$ cat src/rtl/regfile_write_arbiter_pkg.sv
// Shared definitions for the register-file write arbiter and the writeback stages that feed it.
package regfile_write_arbiter_pkg;

    localparam int              REG_ADDR_W = 5;
    localparam logic [4:0]      REG_ZERO   = 5'd0;
    localparam int              NREQ_MIN   = 2;
    localparam int              NREQ_MAX   = 4;
    localparam int              DW_DEFAULT = 64;

    // Writeback request bundle; the field is called rd because "reg" is a keyword.
    typedef struct packed {
        logic                    valid;
        logic [REG_ADDR_W-1:0]   rd;
        logic [DW_DEFAULT-1:0]   data;
    } wr_req_t;

    function automatic logic nreq_legal(input int n);
        return (n >= NREQ_MIN) && (n <= NREQ_MAX);
    endfunction

endpackage

$ cat src/rtl/regfile_write_arbiter_rr_arbiter.sv
// Parametric round-robin grant generator: first set request at or after ptr, wrapping modulo N.
module rr_arbiter #(
    parameter int N  = 2,
    parameter int IW = (N > 1) ? $clog2(N) : 1
) (
    input  logic [N-1:0]  i_req,
    input  logic [IW-1:0] i_ptr,
    output logic [N-1:0]  o_grant,
    output logic [IW-1:0] o_idx
);

    logic [IW-1:0] w_cand;
    logic          w_found;

    always_comb begin
        o_grant = '0;
        o_idx   = '0;
        w_cand  = '0;
        w_found = 1'b0;
        for (int k = 0; k < N; k++) begin
            w_cand = IW'((int'(i_ptr) + k) % N);
            if (!w_found && i_req[w_cand]) begin
                o_grant[w_cand] = 1'b1;
                o_idx           = w_cand;
                w_found         = 1'b1;
            end
        end
    end

endmodule

$ cat src/rtl/regfile_write_arbiter.sv
// Round-robin sharing of the register-file write port with a one-cycle registered write stage.
// Define REGFILE_WRITE_ARBITER_FWD_EN to add the forwarding ports for the in-flight write.
module regfile_write_arbiter
    import regfile_write_arbiter_pkg::*;
#(
    parameter int NREQ = 2,
    parameter int DW   = 64,
    parameter int CW   = 16
) (
    input  logic                       clock,
    input  logic                       reset,
    input  logic [NREQ-1:0]            req_valid,
    input  logic [REG_ADDR_W*NREQ-1:0] req_reg,
    input  logic [DW*NREQ-1:0]         req_data,
    output logic [NREQ-1:0]            req_ready,
    output logic                       RegWrite,
    output logic [REG_ADDR_W-1:0]      WriteReg,
    output logic [DW-1:0]              WriteData,
    output logic [CW-1:0]              stall_cnt
`ifdef REGFILE_WRITE_ARBITER_FWD_EN
    ,
    input  logic [REG_ADDR_W-1:0]      fwd_rs1,
    input  logic [REG_ADDR_W-1:0]      fwd_rs2,
    output logic                       fwd_hit1,
    output logic                       fwd_hit2,
    output logic [DW-1:0]              fwd_data1,
    output logic [DW-1:0]              fwd_data2
`endif
);

    localparam int PW = $clog2(NREQ);

    if (!nreq_legal(NREQ)) begin : g_bad_nreq
        $fatal(1, "regfile_write_arbiter: NREQ=%0d outside 2..4", NREQ);
    end

    logic [PW-1:0]         r_ptr;
    logic                  r_regwrite;
    logic [REG_ADDR_W-1:0] r_writereg;
    logic [DW-1:0]         r_writedata;
    logic [CW-1:0]         r_stall_cnt;

    logic [NREQ-1:0]       w_grant;
    logic [PW-1:0]         w_gidx;
    logic                  w_xfer;
    logic                  w_stall;
    logic [REG_ADDR_W-1:0] w_sel_reg;
    logic [DW-1:0]         w_sel_data;

    rr_arbiter #(.N(NREQ), .IW(PW)) u_rr (
        .i_req   (req_valid),
        .i_ptr   (r_ptr),
        .o_grant (w_grant),
        .o_idx   (w_gidx)
    );

    assign req_ready  = w_grant;
    assign w_xfer     = |(req_valid & w_grant);
    assign w_stall    = |(req_valid & ~w_grant);
    assign w_sel_reg  = req_reg[REG_ADDR_W*int'(w_gidx) +: REG_ADDR_W];
    assign w_sel_data = req_data[DW*int'(w_gidx) +: DW];

    always_ff @(posedge clock or posedge reset) begin
        if (reset) begin
            r_ptr       <= '0;
            r_regwrite  <= 1'b0;
            r_writereg  <= '0;
            r_writedata <= '0;
            r_stall_cnt <= '0;
        end else begin
            if (w_xfer) begin
                r_ptr       <= (w_gidx == PW'(NREQ-1)) ? '0 : w_gidx + 1'b1;
                // x0 is accepted and consumes a turn but never reaches the register file
                r_regwrite  <= (w_sel_reg != REG_ZERO);
                r_writereg  <= w_sel_reg;
                r_writedata <= w_sel_data;
            end else begin
                r_regwrite  <= 1'b0;
            end
            if (w_stall && (r_stall_cnt != '1)) begin
                r_stall_cnt <= r_stall_cnt + 1'b1;
            end
        end
    end

    assign RegWrite  = r_regwrite;
    assign WriteReg  = r_writereg;
    assign WriteData = r_writedata;
    assign stall_cnt = r_stall_cnt;

`ifdef REGFILE_WRITE_ARBITER_FWD_EN
    // Covers the cycle where the registered write is not yet committed in the register file.
    assign fwd_hit1  = r_regwrite && (r_writereg == fwd_rs1) && (fwd_rs1 != REG_ZERO);
    assign fwd_hit2  = r_regwrite && (r_writereg == fwd_rs2) && (fwd_rs2 != REG_ZERO);
    assign fwd_data1 = fwd_hit1 ? r_writedata : '0;
    assign fwd_data2 = fwd_hit2 ? r_writedata : '0;
`else
    // No forwarding path in this build.
`endif

endmodule

$ cat config.mk
export PLATFORM = sky130hd
export DESIGN_NAME = regfile_write_arbiter
export DESIGN_NICKNAME = d
export VERILOG_FILES = /design/src/rtl/regfile_write_arbiter_pkg.sv /design/src/rtl/regfile_write_arbiter_rr_arbiter.sv /design/src/rtl/regfile_write_arbiter.sv
export SDC_FILE = /design/constraint.sdc
export NUM_CORES = 1
export LEC_CHECK = 0
export CAP_MARGIN = 40
export CORE_ASPECT_RATIO = 1.75
export CORE_MARGIN = 1
export CORE_UTILIZATION = 39
export CTS_CLUSTER_SIZE = 40
export DETAILED_ROUTE_END_ITERATION = 7
export GPL_TIMING_DRIVEN = 1
export PLACE_DENSITY = 0.86
export SKIP_CTS_REPAIR_TIMING = 1
export SLEW_MARGIN = 20
export SYNTH_ARGS = -nofsm -noshare
export SYNTH_HDL_FRONTEND = slang
export SYNTH_HIERARCHICAL = 1
export SYNTH_SLANG_ARGS = --single-unit
$ cat constraint.sdc
create_clock -name clock -period 3.85 [get_ports clock]
set_input_delay 0.77 -clock clock [delete_from_list [all_inputs] [get_ports clock]]
set_output_delay 0.77 -clock clock [all_outputs]
set_load 0.01 [all_outputs]
# == Word level (Yosys, flattened, before mapping) ==
# Index checks and enable logic that the tools add are counted.
# totals
elab_cells,43
ff_bits,87
output_inout_bits,88
in_bits,142
# op_classes
order_cmp,4
n_bitwise,4
mul,1
muxes,15
shift,2
addsub,3
eq_ne,1
reduce_logical,8
# op_table
cell,n
$shiftx A128 B8 Y64,1
$add A16 B1 Y16 const B,1
$ne A16 B16 Y1 const B,1
$mux W1,11
$shiftx A10 B5 Y5,1
$reduce_bool A5 Y1,1
$and A2 B2 Y2,2
$logic_and A1 B1 Y1,4
$lt A1 B2 Y1 const B,2
$mul A3 B1 Y4 const A,1
$mux W2,2
$reduce_or A2 Y1,2
$add A1 B1 Y1 const B,2
$demux W1 S1,2
$ge A1 B1 Y1 const B,2
$not A2 Y2,1
$or A2 B2 Y2,1
$logic_not A1 Y1,1

# == Longest topological paths before layout ==
# logic_depth
word_depth,11
mapped_depth,7

# == Hierarchy ==
# The synthesis kept the hierarchy.
# modules_own_cells
mod,seq_area_each_um2,instances,area_per_inst_um2,cells_per_inst
regfile_write_arbiter,2177.1,1,4088.9,389
rr_arbiter,0.0,1,30.0,4

# == Least setup slack after synthesis ==
# No wires, ideal clock.
# synth_timing
path_type,input -> register
start,input port req_valid[1]
end,"register r_stall_cnt[1], in the netlist stall_cnt[1]"
setup_slack_ps,1775
required_ps,3725
setup_time_ps,125
t_arrival_ps,1950
cell_stages,5
path_buffers,0
path_cell_list,a21boi_1 and2b_1 nor2_1 nor2_2 mux2_4
# synth_between
elab_chain_cells,10
word_cells_on_any_way,14
# synth_rtl
item,line,text
"start, declared",regfile_write_arbiter.sv:12,"input logic [NREQ-1:0] req_valid,"
$mux W1 (implied by the code) (2 in a row),regfile_write_arbiter_rr_arbiter.sv:22,if (!w_found && i_req[w_cand]) begin
$mux W1,regfile_write_arbiter_rr_arbiter.sv:22,
$logic_not A1 Y1,regfile_write_arbiter_rr_arbiter.sv:22,
$logic_and A1 B1 Y1,regfile_write_arbiter_rr_arbiter.sv:22,
$mux W2,regfile_write_arbiter_rr_arbiter.sv:22,
$not A2 Y2,regfile_write_arbiter.sv:59,assign w_stall = |(req_valid & ~w_grant);
$and A2 B2 Y2 (*),regfile_write_arbiter.sv:59,
$reduce_or A2 Y1 (*),regfile_write_arbiter.sv:59,
$logic_and A1 B1 Y1 (*),regfile_write_arbiter.sv:80,if (w_stall && (r_stall_cnt != '1)) begin
"end signal, assigned",regfile_write_arbiter.sv:81,r_stall_cnt <= r_stall_cnt + 1'b1;
"end, declared",regfile_write_arbiter.sv:41,logic [CW-1:0] r_stall_cnt;
# Every way passes the cells marked *; elsewhere a longest branch is shown, timed or not. The select of a mux whose other input is x is not followed.
# A chain may end at the register's enable or synchronous reset.

# == Worst setup path in the final report ==
# layout_timing
start,input port req_valid[0]
end,output port req_ready[0]
# layout_between
elab_chain_cells,6
word_cells_on_any_way,10
# layout_rtl
item,line,text
$mux W1 (implied by the code) (2 in a row),regfile_write_arbiter_rr_arbiter.sv:22,
$mux W1,regfile_write_arbiter_rr_arbiter.sv:22,
$logic_not A1 Y1,regfile_write_arbiter_rr_arbiter.sv:22,
$logic_and A1 B1 Y1,regfile_write_arbiter_rr_arbiter.sv:22,
$mux W2 (*),regfile_write_arbiter_rr_arbiter.sv:22,
"end, declared",regfile_write_arbiter.sv:15,"output logic [NREQ-1:0] req_ready,"
# Marked as above.

==> report_table.html <==
<table>
<tr><th>Metric</th><th>Value</th></tr>
<tr><th colspan="2">Drt</th></tr>
<tr><td>Drt total wl</td><td>11,700 µm</td></tr>
<tr><td>Routed wire length per instance</td><td>15.7 µm</td></tr>
<tr><td>Vias per cell</td><td>5.07</td></tr>
<tr><td>Initial DRT Pass Iterations</td><td>4</td></tr>
<tr><td>Via Count</td><td>3,789</td></tr>
<tr><td>DRC violations left</td><td>0</td></tr>
<tr><td>Remaining antenna violation count</td><td>0</td></tr>
<tr><td>Iter 0 DRT Violations</td><td>125</td></tr>
<tr><th colspan="2">Global routing</th></tr>
<tr><td>Vias in the first global route</td><td>3,945</td></tr>
<tr><td>First-pass GRT wire length</td><td>18,500 µm</td></tr>
<tr><td>Tot GR Track Use</td><td>22.1%</td></tr>
<tr><td>Overflow left after global routing</td><td>0</td></tr>
<tr><td>Pin count of the biggest net entering global routing</td><td>142</td></tr>
<tr><td>Number of antenna violations at the first check in global routing</td><td>0</td></tr>
<tr><th colspan="2">Timing</th></tr>
<tr><td>Final worst hold slack</td><td>477 ps</td></tr>
<tr><td>Tmin final</td><td>2990 ps</td></tr>
<tr><td>Transition at the pin with the smallest max-transition slack</td><td>590 ps</td></tr>
<tr><td>Part of the cycle the worst path needs</td><td>77.6%</td></tr>
<tr><td>Final Hold Viols</td><td>0</td></tr>
<tr><td>Worst clock skew</td><td>12.1 ps</td></tr>
<tr><td>Pins over their slew limit</td><td>0</td></tr>
<tr><td>Setup repair after global routing missed its margin</td><td>false</td></tr>
<tr><td>Post-Route Setup TNS</td><td>0 ps</td></tr>
<tr><td>Setup violation total in the final timing report</td><td>0</td></tr>
<tr><td>Peak Freq</td><td>335 MHz</td></tr>
<tr><td>Final setup slack of the worst path</td><td>861 ps</td></tr>
<tr><td>Worst slew margin</td><td>60.6%</td></tr>
<tr><th colspan="2">Critical path</th></tr>
<tr><td>Endpoint type of the worst setup path</td><td>output pin</td></tr>
<tr><td>Worst-path cell chain</td><td>clkdlybuf4s50_1 &gt; a21boi_2 &gt; clkdlybuf4s50_1</td></tr>
<tr><td>Total buffers and inverters traversed by the critical path</td><td>2</td></tr>
<tr><td>Highest-delay cell along the critical path</td><td>clkdlybuf4s50_1</td></tr>
<tr><td>Data arrival, critical path</td><td>2220 ps</td></tr>
<tr><td>Crit Path Class</td><td>in -&gt; out</td></tr>
<tr><td>Worst Path Max Fanout</td><td>5</td></tr>
<tr><td>CP dominant cell by count</td><td>clkdlybuf4s50_1</td></tr>
<tr><td>Required time of the critical path</td><td>3080 ps</td></tr>
<tr><td>Reg-to-reg critical path startpoint</td><td>r_ptr$_DFFE_PP0P_</td></tr>
<tr><td>Crit-path max cell delay</td><td>600 ps</td></tr>
<tr><td>CP Launch Type</td><td>input pin</td></tr>
<tr><td>Worst setup path startpoint</td><td>req_valid[0]</td></tr>
<tr><td>Worst Reg-to-Reg Cells</td><td>6</td></tr>
<tr><td>WP depth</td><td>3</td></tr>
<tr><td>Family with the most delay on the worst path</td><td>buffers and inverters</td></tr>
<tr><th colspan="2">Outcome</th></tr>
<tr><td>Outcome</td><td>finished clean</td></tr>
<tr><th colspan="2">Logic synthesis</th></tr>
<tr><td>Cell variety after synth</td><td>36</td></tr>
<tr><td>Flop and latch count out of synthesis</td><td>87</td></tr>
<tr><td>Yosys warnings</td><td>6</td></tr>
<tr><td>Ranking of synthesized cells by area</td><td>dfrtp_1 53%, mux2i_1 17%, o21ai_0 8.5%, nand2_1 6.7%, xor2_1 2.6%</td></tr>
<tr><td>Net count after synthesis</td><td>536</td></tr>
<tr><td>Combined area of all synthesized cells</td><td>4120 µm²</td></tr>
<tr><td>Mapped Avg Cell Area</td><td>10.5 µm²</td></tr>
<tr><td>Fraction of the yosys area taken by sequential cells</td><td>52.9%</td></tr>
<tr><td>Post-synth top area cell</td><td>dfrtp_1</td></tr>
<tr><td>Synth Instances</td><td>393</td></tr>
<tr><td>Area fraction of the dominant cell type after synthesis</td><td>52.9%</td></tr>
<tr><th colspan="2">Placed design</th></tr>
<tr><td>Post-DP HPWL</td><td>9050 µm</td></tr>
<tr><td>Gpl congestion</td><td>0.816</td></tr>
<tr><td>Placement-stage worst setup slack</td><td>858 ps</td></tr>
<tr><td>Port Buffers</td><td>229</td></tr>
<tr><th colspan="2">Cells and area</th></tr>
<tr><td>Most common library cell in the layout ignoring fill and taps</td><td>clkdlybuf4s50_1</td></tr>
<tr><td>Fraction of layout instances using a drive strength above 1</td><td>5.16%</td></tr>
<tr><td>Diodes inserted</td><td>0</td></tr>
<tr><td>Nets</td><td>759</td></tr>
<tr><td>Commonest cells after routing, fill and taps aside</td><td>229 x clkdlybuf4s50_1, 87 x dfrtp_1, 73 x nand2_1, 70 x o21ai_0, 69 x mux2i_1</td></tr>
<tr><td>Area Growth Syn to Fin</td><td>66.8%</td></tr>
<tr><th colspan="2">CTS</th></tr>
<tr><td>Number of buffers on the longest clock path</td><td>2</td></tr>
<tr><td>Clock root buffer master</td><td>clkbuf_16</td></tr>
<tr><td>Worst-skew pair later-pin latency</td><td>330 ps</td></tr>
<tr><td>Number of buffers created by CTS</td><td>9</td></tr>
<tr><td>H-tree depth</td><td>3</td></tr>
<tr><td>TritonCTS clock tree</td><td>yes</td></tr>
<tr><td>Register clock-pin slew on the reported worst setup and hold paths</td><td>60 ps</td></tr>
<tr><td>Clk sink count</td><td>87</td></tr>
<tr><th colspan="2">Pwr</th></tr>
<tr><td>Int Power</td><td>0.00243 W</td></tr>
<tr><td>Fraction of power consumed by sequential logic</td><td>37.7%</td></tr>
<tr><td>Total power divided by cell area</td><td>500 nW/µm²</td></tr>
<tr><td>Part of the total power dissipated in combinational logic</td><td>34.5%</td></tr>
<tr><td>Leakage power figure</td><td>2.98 nW</td></tr>
<tr><td>Switching power summed over all nets</td><td>0.00101 W</td></tr>
<tr><td>Relative contribution of the clock network to total power</td><td>27.7%</td></tr>
<tr><td>Net Sw Frac</td><td>29.3%</td></tr>
<tr><td>VDD IR-drop max</td><td>361 µV</td></tr>
<tr><th colspan="2">Floorplanning</th></tr>
<tr><td>Count of standard-cell rows</td><td>49</td></tr>
<tr><td>Placeable core area</td><td>10,300 µm²</td></tr>
<tr><td>Effective utilization at floorplan</td><td>40.0%</td></tr>
<tr><td>Number of primary I/O pins</td><td>230</td></tr>
<tr><td>Die width</td><td>79.7 µm</td></tr>
<tr><td>Die ar.</td><td>11,000 µm²</td></tr>
<tr><td>Vert. Die Dim</td><td>138 µm</td></tr>
<tr><th colspan="2">Min path</th></tr>
<tr><td>Hold crit path type</td><td>reg -&gt; reg</td></tr>
<tr><td>Start point of the worst min-delay path</td><td>WriteData[59]$_DFFE_PP0P_</td></tr>
<tr><td>Worst Hold Depth</td><td>2</td></tr>
<tr><th colspan="2">Run</th></tr>
<tr><td>Max_cap viols</td><td>0</td></tr>
</table>
[synth_stat cells (all sizes together)]
master / instances
nor3: 7
buf: 15
a21oi: 2
or4: 1
or2b: 1
and2b: 2
nor2: 10
mux2: 2
dfrtp: 87
or4b: 1
o31a: 1
and3: 1
nand3: 5
nor4b: 3
a22oi: 1
and4: 1
nor4: 3
ha: 1
o21ai: 72
a21boi: 3
nand2: 73
nand4: 3
xor2: 12
inv: 4
clkbuf: 8
mux2i: 69
o2111ai: 3
o31ai: 1
and2: 1
[flip-flops by register name, indices dropped and copies added (netlist names)]
name,count
WriteData,64
stall_cnt,16
r_ptr,1
WriteReg,5
RegWrite,1
[path summary, 6_finish.rpt]
kind                                                  end  slack (ps)
worst max-delay path                         req_ready[0]         860
max in group asynchronous        stall_cnt[3]$_DFFE_PP0P_        2200
worst max register to register  stall_cnt[13]$_DFFE_PP0P_        2010
min in group asynchronous       WriteData[50]$_DFFE_PP0P_         800
worst min register to register  WriteData[59]$_DFFE_PP0P_         480
worst min-delay path            WriteData[59]$_DFFE_PP0P_         480
[cells by family (layout without fill, tap and decap cells)]
kind of cell,count (synthesis),count (layout),share of synthesized area (%)
and+or+nand+nor,112,112,12.7
DFF,87,87,52.9
AOI/OAI and AO/OA,83,83,11.3
muxes,71,71,17.4
buffers and inverters,27,254,2.92
xor gates and xnor gates,12,12,2.55
adders and majority gates,1,1,0.304
[power by group through the flow]
stage	Clock, W	Combinational, W	Sequential (W)
after floorplan	0	0.000382	0.00140
after CTS	0.000974	0.00120	0.00130
after global placement	0	0.00117	0.00130
after global routing	0.00101	0.00129	0.00133
after detailed placement	0	0.00120	0.00131
final	0.000952	0.00119	0.00130
[layer usage]
| metal | routed length [µm] | vias up | global-route usage [%] |
|---|---|---|---|
| met1 | 4130 | 1774 | 23.0 |
| met5 | 0 | - | 0 |
| met2 | 6400 | 165 | 40.1 |
| met4 | 447 | 0 | 10.7 |
| met3 | 724 | 35 | 6.12 |
| li1 | - | 1815 | - |
[stage by stage]
stage | utilization [%] | std cells | instance area (µm²) | power (W)
floorplan | - | 393 | 4120 | 0.00178
global placement | 63.5 | 732 | 6540 | 0.00247
detailed placement | 63.5 | 732 | 6540 | 0.00251
CTS | 66.7 | 747 | 6870 | 0.00348
global route | 66.7 | 747 | 6870 | 0.00362
finish | 66.7 | 747 | 6870 | 0.00343
[area by class of cell]
cell class	count	area (µm²)
Sequential cell	87	2180
Timing Repair Buffer	235	2350
Clock buffer	12	267
Fill cell	824	3430
Inverter	4	16.3
Clock inverter	3	65.1
Tap cell	127	159
Multi-Input combinational cell	279	1840
[tightest hold or removal path: stages, from the launching register on]
cell	delay, ps
dfrtp_1	340
nand2_1	40
o21ai_0	60
Note: power is estimated with default switching activity, not from simulation.
